==> src/rtl/io_capture_if.sv <==
// io_capture_if
//   Event-drain bundle between io_capture (master) and its consumer (slave).
//   Ports:
//     out_evt_valid    FIFO head valid
//     in_evt_ready     consumer pops head when valid & ready
//     out_evt_pins     pin snapshot taken when the event was detected
//     out_evt_changed  mask of pins that produced the event
//     out_evt_ts       timestamp of the event
//     out_evt_ovf      one or more events were dropped before this one
//     out_fifo_level   number of entries held
interface io_capture_if #(
  parameter int IO_NUM_OF  = 10,
  parameter int FIFO_DEPTH = 8,
  parameter int TS_WIDTH   = 16
);
  localparam int LVL_W = $clog2(FIFO_DEPTH) + 1;

  logic                 out_evt_valid;
  logic                 in_evt_ready;
  logic [IO_NUM_OF-1:0] out_evt_pins;
  logic [IO_NUM_OF-1:0] out_evt_changed;
  logic [TS_WIDTH-1:0]  out_evt_ts;
  logic                 out_evt_ovf;
  logic [LVL_W-1:0]     out_fifo_level;

  modport master (
    output out_evt_valid, out_evt_pins, out_evt_changed, out_evt_ts,
           out_evt_ovf, out_fifo_level,
    input  in_evt_ready
  );

  modport slave (
    input  out_evt_valid, out_evt_pins, out_evt_changed, out_evt_ts,
           out_evt_ovf, out_fifo_level,
    output in_evt_ready
  );
endinterface

==> src/rtl/io_capture.sv <==
// io_capture
//   Read-back side of the shared io_pins pad bus. Synchronises the pads,
//   detects enabled rising/falling edges on pins configured as inputs and
//   queues each change as a timestamped event in a show-ahead FIFO.
//   Ports:
//     clk              system clock
//     rst              synchronous reset, active-high
//     in_io_pins       pad values (read side of io_pins)
//     in_io_direction  1 = pin driven by io_bitbang (never captured)
//     in_rise_en       per-pin rising-edge enable
//     in_fall_en       per-pin falling-edge enable
//     out_io_inval     synchronised pin values
//     evt              event-drain bundle (io_capture_if.master)
module io_capture #(
  parameter int IO_NUM_OF  = 10,
  parameter int FIFO_DEPTH = 8,
  parameter int TS_WIDTH   = 16
) (
  input  logic                 clk,
  input  logic                 rst,
  input  logic [IO_NUM_OF-1:0] in_io_pins,
  input  logic [IO_NUM_OF-1:0] in_io_direction,
  input  logic [IO_NUM_OF-1:0] in_rise_en,
  input  logic [IO_NUM_OF-1:0] in_fall_en,
  output logic [IO_NUM_OF-1:0] out_io_inval,
  io_capture_if.master         evt
);

  localparam int PTR_W = $clog2(FIFO_DEPTH);
  localparam int LVL_W = PTR_W + 1;
  localparam logic [LVL_W-1:0] LVL_FULL = LVL_W'(FIFO_DEPTH);
  localparam logic [1:0] ARM_DONE = 2'd3;

  logic [IO_NUM_OF-1:0] sync1;
  logic [IO_NUM_OF-1:0] sync2;
  logic [IO_NUM_OF-1:0] prev;
  logic [1:0]           arm;
  logic [TS_WIDTH-1:0]  ts_cnt;

  logic [IO_NUM_OF-1:0] rise;
  logic [IO_NUM_OF-1:0] fall;
  logic [IO_NUM_OF-1:0] changed;

  logic [IO_NUM_OF-1:0] mem_pins    [FIFO_DEPTH];
  logic [IO_NUM_OF-1:0] mem_changed [FIFO_DEPTH];
  logic [TS_WIDTH-1:0]  mem_ts      [FIFO_DEPTH];
  logic                 mem_ovf     [FIFO_DEPTH];

  logic [PTR_W-1:0] wr_ptr;
  logic [PTR_W-1:0] rd_ptr;
  logic [LVL_W-1:0] level;
  logic             drop_flag;

  logic evt_valid;
  logic full;
  logic push_req;
  logic push_ok;
  logic pop;
  logic drop;

  // Synchroniser, edge history, arm counter and timestamp. The sync and
  // prev registers keep running while disarmed so that, once armed, prev
  // already reflects the settled pad state and no phantom edge appears.
  always_ff @(posedge clk) begin
    if (rst) begin
      sync1  <= '0;
      sync2  <= '0;
      prev   <= '0;
      arm    <= '0;
      ts_cnt <= '0;
    end else begin
      sync1  <= in_io_pins;
      sync2  <= sync1;
      prev   <= sync2;
      ts_cnt <= ts_cnt + 1'b1;
      if (arm != ARM_DONE) begin
        arm <= arm + 2'd1;
      end
    end
  end

  assign rise    = sync2 & ~prev & in_rise_en & ~in_io_direction;
  assign fall    = ~sync2 & prev & in_fall_en & ~in_io_direction;
  assign changed = (arm == ARM_DONE) ? (rise | fall) : '0;

  assign evt_valid = (level != '0);
  assign full      = (level == LVL_FULL);
  assign push_req  = |changed;
  assign pop       = evt_valid & evt.in_evt_ready;
  // A pop in the same cycle frees the slot the push needs.
  assign push_ok   = push_req & (~full | pop);
  assign drop      = push_req & full & ~pop;

  always_ff @(posedge clk) begin
    if (rst) begin
      wr_ptr    <= '0;
      rd_ptr    <= '0;
      level     <= '0;
      drop_flag <= 1'b0;
    end else begin
      if (push_ok) begin
        wr_ptr <= wr_ptr + 1'b1;
      end
      if (pop) begin
        rd_ptr <= rd_ptr + 1'b1;
      end
      case ({push_ok, pop})
        2'b10:   level <= level + 1'b1;
        2'b01:   level <= level - 1'b1;
        default: level <= level;
      endcase
      // The flag is consumed by the accepted push that carries it.
      if (drop) begin
        drop_flag <= 1'b1;
      end else if (push_ok) begin
        drop_flag <= 1'b0;
      end
    end
  end

  always_ff @(posedge clk) begin
    if (!rst && push_ok) begin
      mem_pins[wr_ptr]    <= sync2;
      mem_changed[wr_ptr] <= changed;
      mem_ts[wr_ptr]      <= ts_cnt;
      mem_ovf[wr_ptr]     <= drop_flag;
    end
  end

  // Head fields are forced to zero when empty so that stale or
  // uninitialised storage never reaches the consumer.
  assign out_io_inval        = sync2;
  assign evt.out_evt_valid   = evt_valid;
  assign evt.out_evt_pins    = evt_valid ? mem_pins[rd_ptr]    : '0;
  assign evt.out_evt_changed = evt_valid ? mem_changed[rd_ptr] : '0;
  assign evt.out_evt_ts      = evt_valid ? mem_ts[rd_ptr]      : '0;
  assign evt.out_evt_ovf     = evt_valid ? mem_ovf[rd_ptr]     : 1'b0;
  assign evt.out_fifo_level  = level;

endmodule

==> src/flat_wrapper.sv <==
// flat-port wrapper written by rule: the top's interface ports become plain ports
module io_capture_flat 
#(
  parameter int IO_NUM_OF  = 10,
  parameter int FIFO_DEPTH = 8,
  parameter int TS_WIDTH   = 16
)
  (clk, rst, in_io_pins, in_io_direction, in_rise_en, in_fall_en, out_io_inval, evt_out_evt_valid, evt_out_evt_pins, evt_out_evt_changed, evt_out_evt_ts, evt_out_evt_ovf, evt_out_fifo_level, evt_in_evt_ready);
  io_capture_if #(.IO_NUM_OF(IO_NUM_OF), .FIFO_DEPTH(FIFO_DEPTH), .TS_WIDTH(TS_WIDTH)) evt_i ();
  input  logic clk;
  input  logic rst;
  input  logic [IO_NUM_OF-1:0] in_io_pins;
  input  logic [IO_NUM_OF-1:0] in_io_direction;
  input  logic [IO_NUM_OF-1:0] in_rise_en;
  input  logic [IO_NUM_OF-1:0] in_fall_en;
  output logic [IO_NUM_OF-1:0] out_io_inval;
  output wire logic [$bits(evt_i.out_evt_valid)-1:0] evt_out_evt_valid;
  output wire logic [$bits(evt_i.out_evt_pins)-1:0] evt_out_evt_pins;
  output wire logic [$bits(evt_i.out_evt_changed)-1:0] evt_out_evt_changed;
  output wire logic [$bits(evt_i.out_evt_ts)-1:0] evt_out_evt_ts;
  output wire logic [$bits(evt_i.out_evt_ovf)-1:0] evt_out_evt_ovf;
  output wire logic [$bits(evt_i.out_fifo_level)-1:0] evt_out_fifo_level;
  input wire logic [$bits(evt_i.in_evt_ready)-1:0] evt_in_evt_ready;
  assign evt_out_evt_valid = evt_i.out_evt_valid;
  assign evt_out_evt_pins = evt_i.out_evt_pins;
  assign evt_out_evt_changed = evt_i.out_evt_changed;
  assign evt_out_evt_ts = evt_i.out_evt_ts;
  assign evt_out_evt_ovf = evt_i.out_evt_ovf;
  assign evt_out_fifo_level = evt_i.out_fifo_level;
  assign evt_i.in_evt_ready = evt_in_evt_ready;
  io_capture #(.IO_NUM_OF(IO_NUM_OF), .FIFO_DEPTH(FIFO_DEPTH), .TS_WIDTH(TS_WIDTH)) u_core (.clk(clk), .rst(rst), .in_io_pins(in_io_pins), .in_io_direction(in_io_direction), .in_rise_en(in_rise_en), .in_fall_en(in_fall_en), .out_io_inval(out_io_inval), .evt(evt_i));
endmodule
==> config.mk <==
export PLATFORM = sky130hd
export DESIGN_NAME = io_capture_flat
export DESIGN_NICKNAME = d
export VERILOG_FILES = /design/src/rtl/io_capture_if.sv /design/src/rtl/io_capture.sv /design/src/flat_wrapper.sv
export SDC_FILE = /design/constraint.sdc
export NUM_CORES = 1
export LEC_CHECK = 0
export ABC_AREA = 1
export CORE_MARGIN = 1.5
export CORE_UTILIZATION = 50
export CTS_CLUSTER_DIAMETER = 40
export DETAILED_ROUTE_END_ITERATION = 16
export PLACE_DENSITY = 0.69
export REMOVE_ABC_BUFFERS = 1
export SKIP_LAST_GASP = 1
export SLEW_MARGIN = 20
export SYNTH_ARGS = -nofsm -noshare
export SYNTH_HDL_FRONTEND = slang
export SYNTH_SLANG_ARGS = --single-unit
==> constraint.sdc <==
create_clock -name clk -period 4 [get_ports clk]
set_input_delay 0.4 -clock clk [delete_from_list [all_inputs] [get_ports clk]]
set_output_delay 0.4 -clock clk [all_outputs]
set_load 0.02 [all_outputs]
==> reports/qor.yml <==
critPathMaxFanout: 49
pwr_density_cell_nw_per_um2: 669
grt_max_degree: 91
worst-slew-pin-transition_ns: 1.04
nNetsFinal: 1371
async_flop_share: 0
via_count: 9510
fin_skew_ns: 0.0136
synth_fa_ha_area_frac: 0.00752
wirelength_um: 31500
max_stage_delay_ns: 0.64
ys_ff_latch: 358
cts_buffers: 42
grt_pass1_vias: 9128
routedWlPerCell_um: 18.2
cp_top_family: "buffers and inverters"
ys_seq_area_frac: 0.708
ctsResizeCount: 0
core_area_um2: 28000
synth_compound_area_frac: 0.105
holdPathEnd: "u_core.sync1[9]"
clkTransAtPathRegs_ns: 0.06
critical_path.most_common_cell: "nor2_1"
diodes: 0
io_pins: 95
crit_chain: "inv_4 > buf_4 > nor2_1 > o32ai_1 > nor2_1 > nor2_1 > clkdlybuf4s50_1"
setup_viol: 0
hold_class: "in2reg"
rr_startpoint: "u_core.arm[0]"
cpMaxStageDelayCell: "clkdlybuf4s50_1"
ant_nets: 0
grt_use_met2: 0.359
drtIter0Drc: 777
timing.rr.end: "u_core.mem_ts[3][7]"
final_hold_viol_count: 0
fin_cells: 1729
setup_slack_ns: 0.352
synth_top_family_by_area: "simple AND/OR/NAND/NOR gates"
cts_tree: "yes"
use_met1: 0.297
yosys.area_share.simple: 0.134
htreeDepth: 2
worstSetupStartpointType: "register"
drt_pre_antenna_iters: 5
cp.arrival_ns: 3.25
rrSetupSlack_ns: 0.82
grt_overflow: 0
status: "finished, final reports clean"
portBuffers: 94
clkLatencyLatePin_ns: 0.52
vias_per_cell: 5.50
gr-max-usage-layer: "met2"
ir_worst_vdd_uv: 389
synth_ff_type: "edfxtp_1"
rsz0062_at_grt: "no"
slew_viol_final: 0
postCtsSetupBuffers: 0
cp_data_required_time_ns: 3.60
cap_violations: 0
clockBufferDepth: 3
min-delay-start: "in_io_pins[9]"
synth_cell_types: 31
synth_xor_xnor_area_share: 0.00122
finalSetupTns_ns: 0
cp_num_buf_inv: 3
placed_cells: 1654
layout_common_cells: "nor2_1 (369), edfxtp_1 (296), clkdlybuf4s50_1 (93)"
synth_edf_count: 296
ys_warn_count: 0
period_minus_slack_ns: 3.65
muxShareOfSynthArea: 0
gp_congestion: 0.784
die_h_um: 172
drc_errors: 0
drive_above_1_share: 0.0955
fmax_ghz: 0.274
final_common_cell: "nor2_1"
synth_cells: 1224
min_period_over_period: 0.912
clock_sinks: 358
cts-root-buf: "clkbuf_16"
critPathKind: "reg2out"
pre_cts_ws_ns: 0.690
leakage_nw: 5.99
core.rowCount: 61
initial_core_util: 0.511
dieArea_um2: 29600
antenna_found_initial: 0
grt.total_usage: 0.217
hold_path_depth: 3
cp-end-kind: "primary output"
ctsHoldBuffers: 0
grt_pass1_wl_um: 49000
area_growth_pct: 19.6
hpwlAfterDp_um: 18600
die_w_um: 172
max-slew-margin-rel: 0.307
avgSynthCellArea_um2: 11.7
syn_area_um2: 14300
reg2reg_depth: 10
grt_util_met3: 0.0314
## worst min-delay path: stages
cell and delay [ns]:
clkdlybuf4s50_1 0.39, inv_1 0.05, nor2_1 0.03
## worst max-delay path by stage
stage / from / endpoint / cells past startpoint
after floorplan: register / evt_out_evt_changed[0] / 5
after detailed placement: in_fall_en[8] / u_core.mem_ts[3][13] / 10
after global routing: register / evt_out_evt_ts[4] / 6
final: register / evt_out_evt_pins[9] / 7
after CTS: register / evt_out_evt_pins[9] / 7
after global placement: in_fall_en[8] / u_core.mem_ts[3][13] / 10
## layer usage
layer | part of all wire | up-vias
met3 | 0.057 | 51
met5 | 0 | -
met4 | 0.022 | 0
met2 | 0.48 | 323
met1 | 0.44 | 4632
li1 | - | 4504
## layout make-up
| class | instances | area [um2] |
|---|---|---|
| Tap cell | 378 | 473 |
| Clock buffer | 53 | 1160 |
| Clock inverter | 22 | 254 |
| Inverter | 80 | 303 |
| Fill cell | 2198 | 10900 |
| Multi-Input combinational cell | 720 | 3620 |
| Timing Repair Buffer | 118 | 1180 |
| Sequential cell | 358 | 10100 |
## flip-flops by register name, summed over array words and instances, names as in the netlist, 3 cells and up, named ones only
signal,cells
u_core.evt.out_fifo_level,4
u_core.out_io_inval,10
u_core.rd_ptr,3
u_core.mem_ts,128
u_core.prev,10
u_core.mem_ovf,8
u_core.mem_pins,80
u_core.mem_changed,80
u_core.ts_cnt,16
u_core.wr_ptr,3
u_core.sync1,10
## synth_stat cells, drive strengths merged (5+ instances only)
library cell	count	area [um2]
edfxtp	296	8890
nor2	378	1420
o32ai	74	768
a21oi	22	110
nand3	25	135
dfxtp	62	1240
buf	36	219
inv	79	297
nand4	6	37.5
o21ai	122	611
nand2	76	288
clkbuf	30	113
ha	7	87.6
nor3	5	41.3
## cell families (layout without fill, tap and decap cells)
| family | after synthesis | in the layout |
|---|---|---|
| compound gates | 220 | 220 |
| buf+inv | 146 | 273 |
| xor+xnor | 2 | 2 |
| simple gates | 490 | 490 |
| flops | 358 | 358 |
| fa+ha+maj | 8 | 8 |
## through the flow
step	cell area [um2]	utilization	total power, mW	hold slack, ns
finish	17100	0.611	11.4	0.389
global route	17100	0.611	12.0	0.387
global placement	15700	0.561	7.68	0.388
CTS	17100	0.611	11.5	0.367
detailed placement	15700	0.561	7.71	0.394
floorplan	14000	-	6.37	0.388
## where the power goes
part	switching [mW]	internal [mW]	leakage (nW)
clock	1.48	2.33	0.677
combinational	1.95	1.34	2.14
sequential	0.253	4.08	3.17
(Power assumes the default switching activity.)
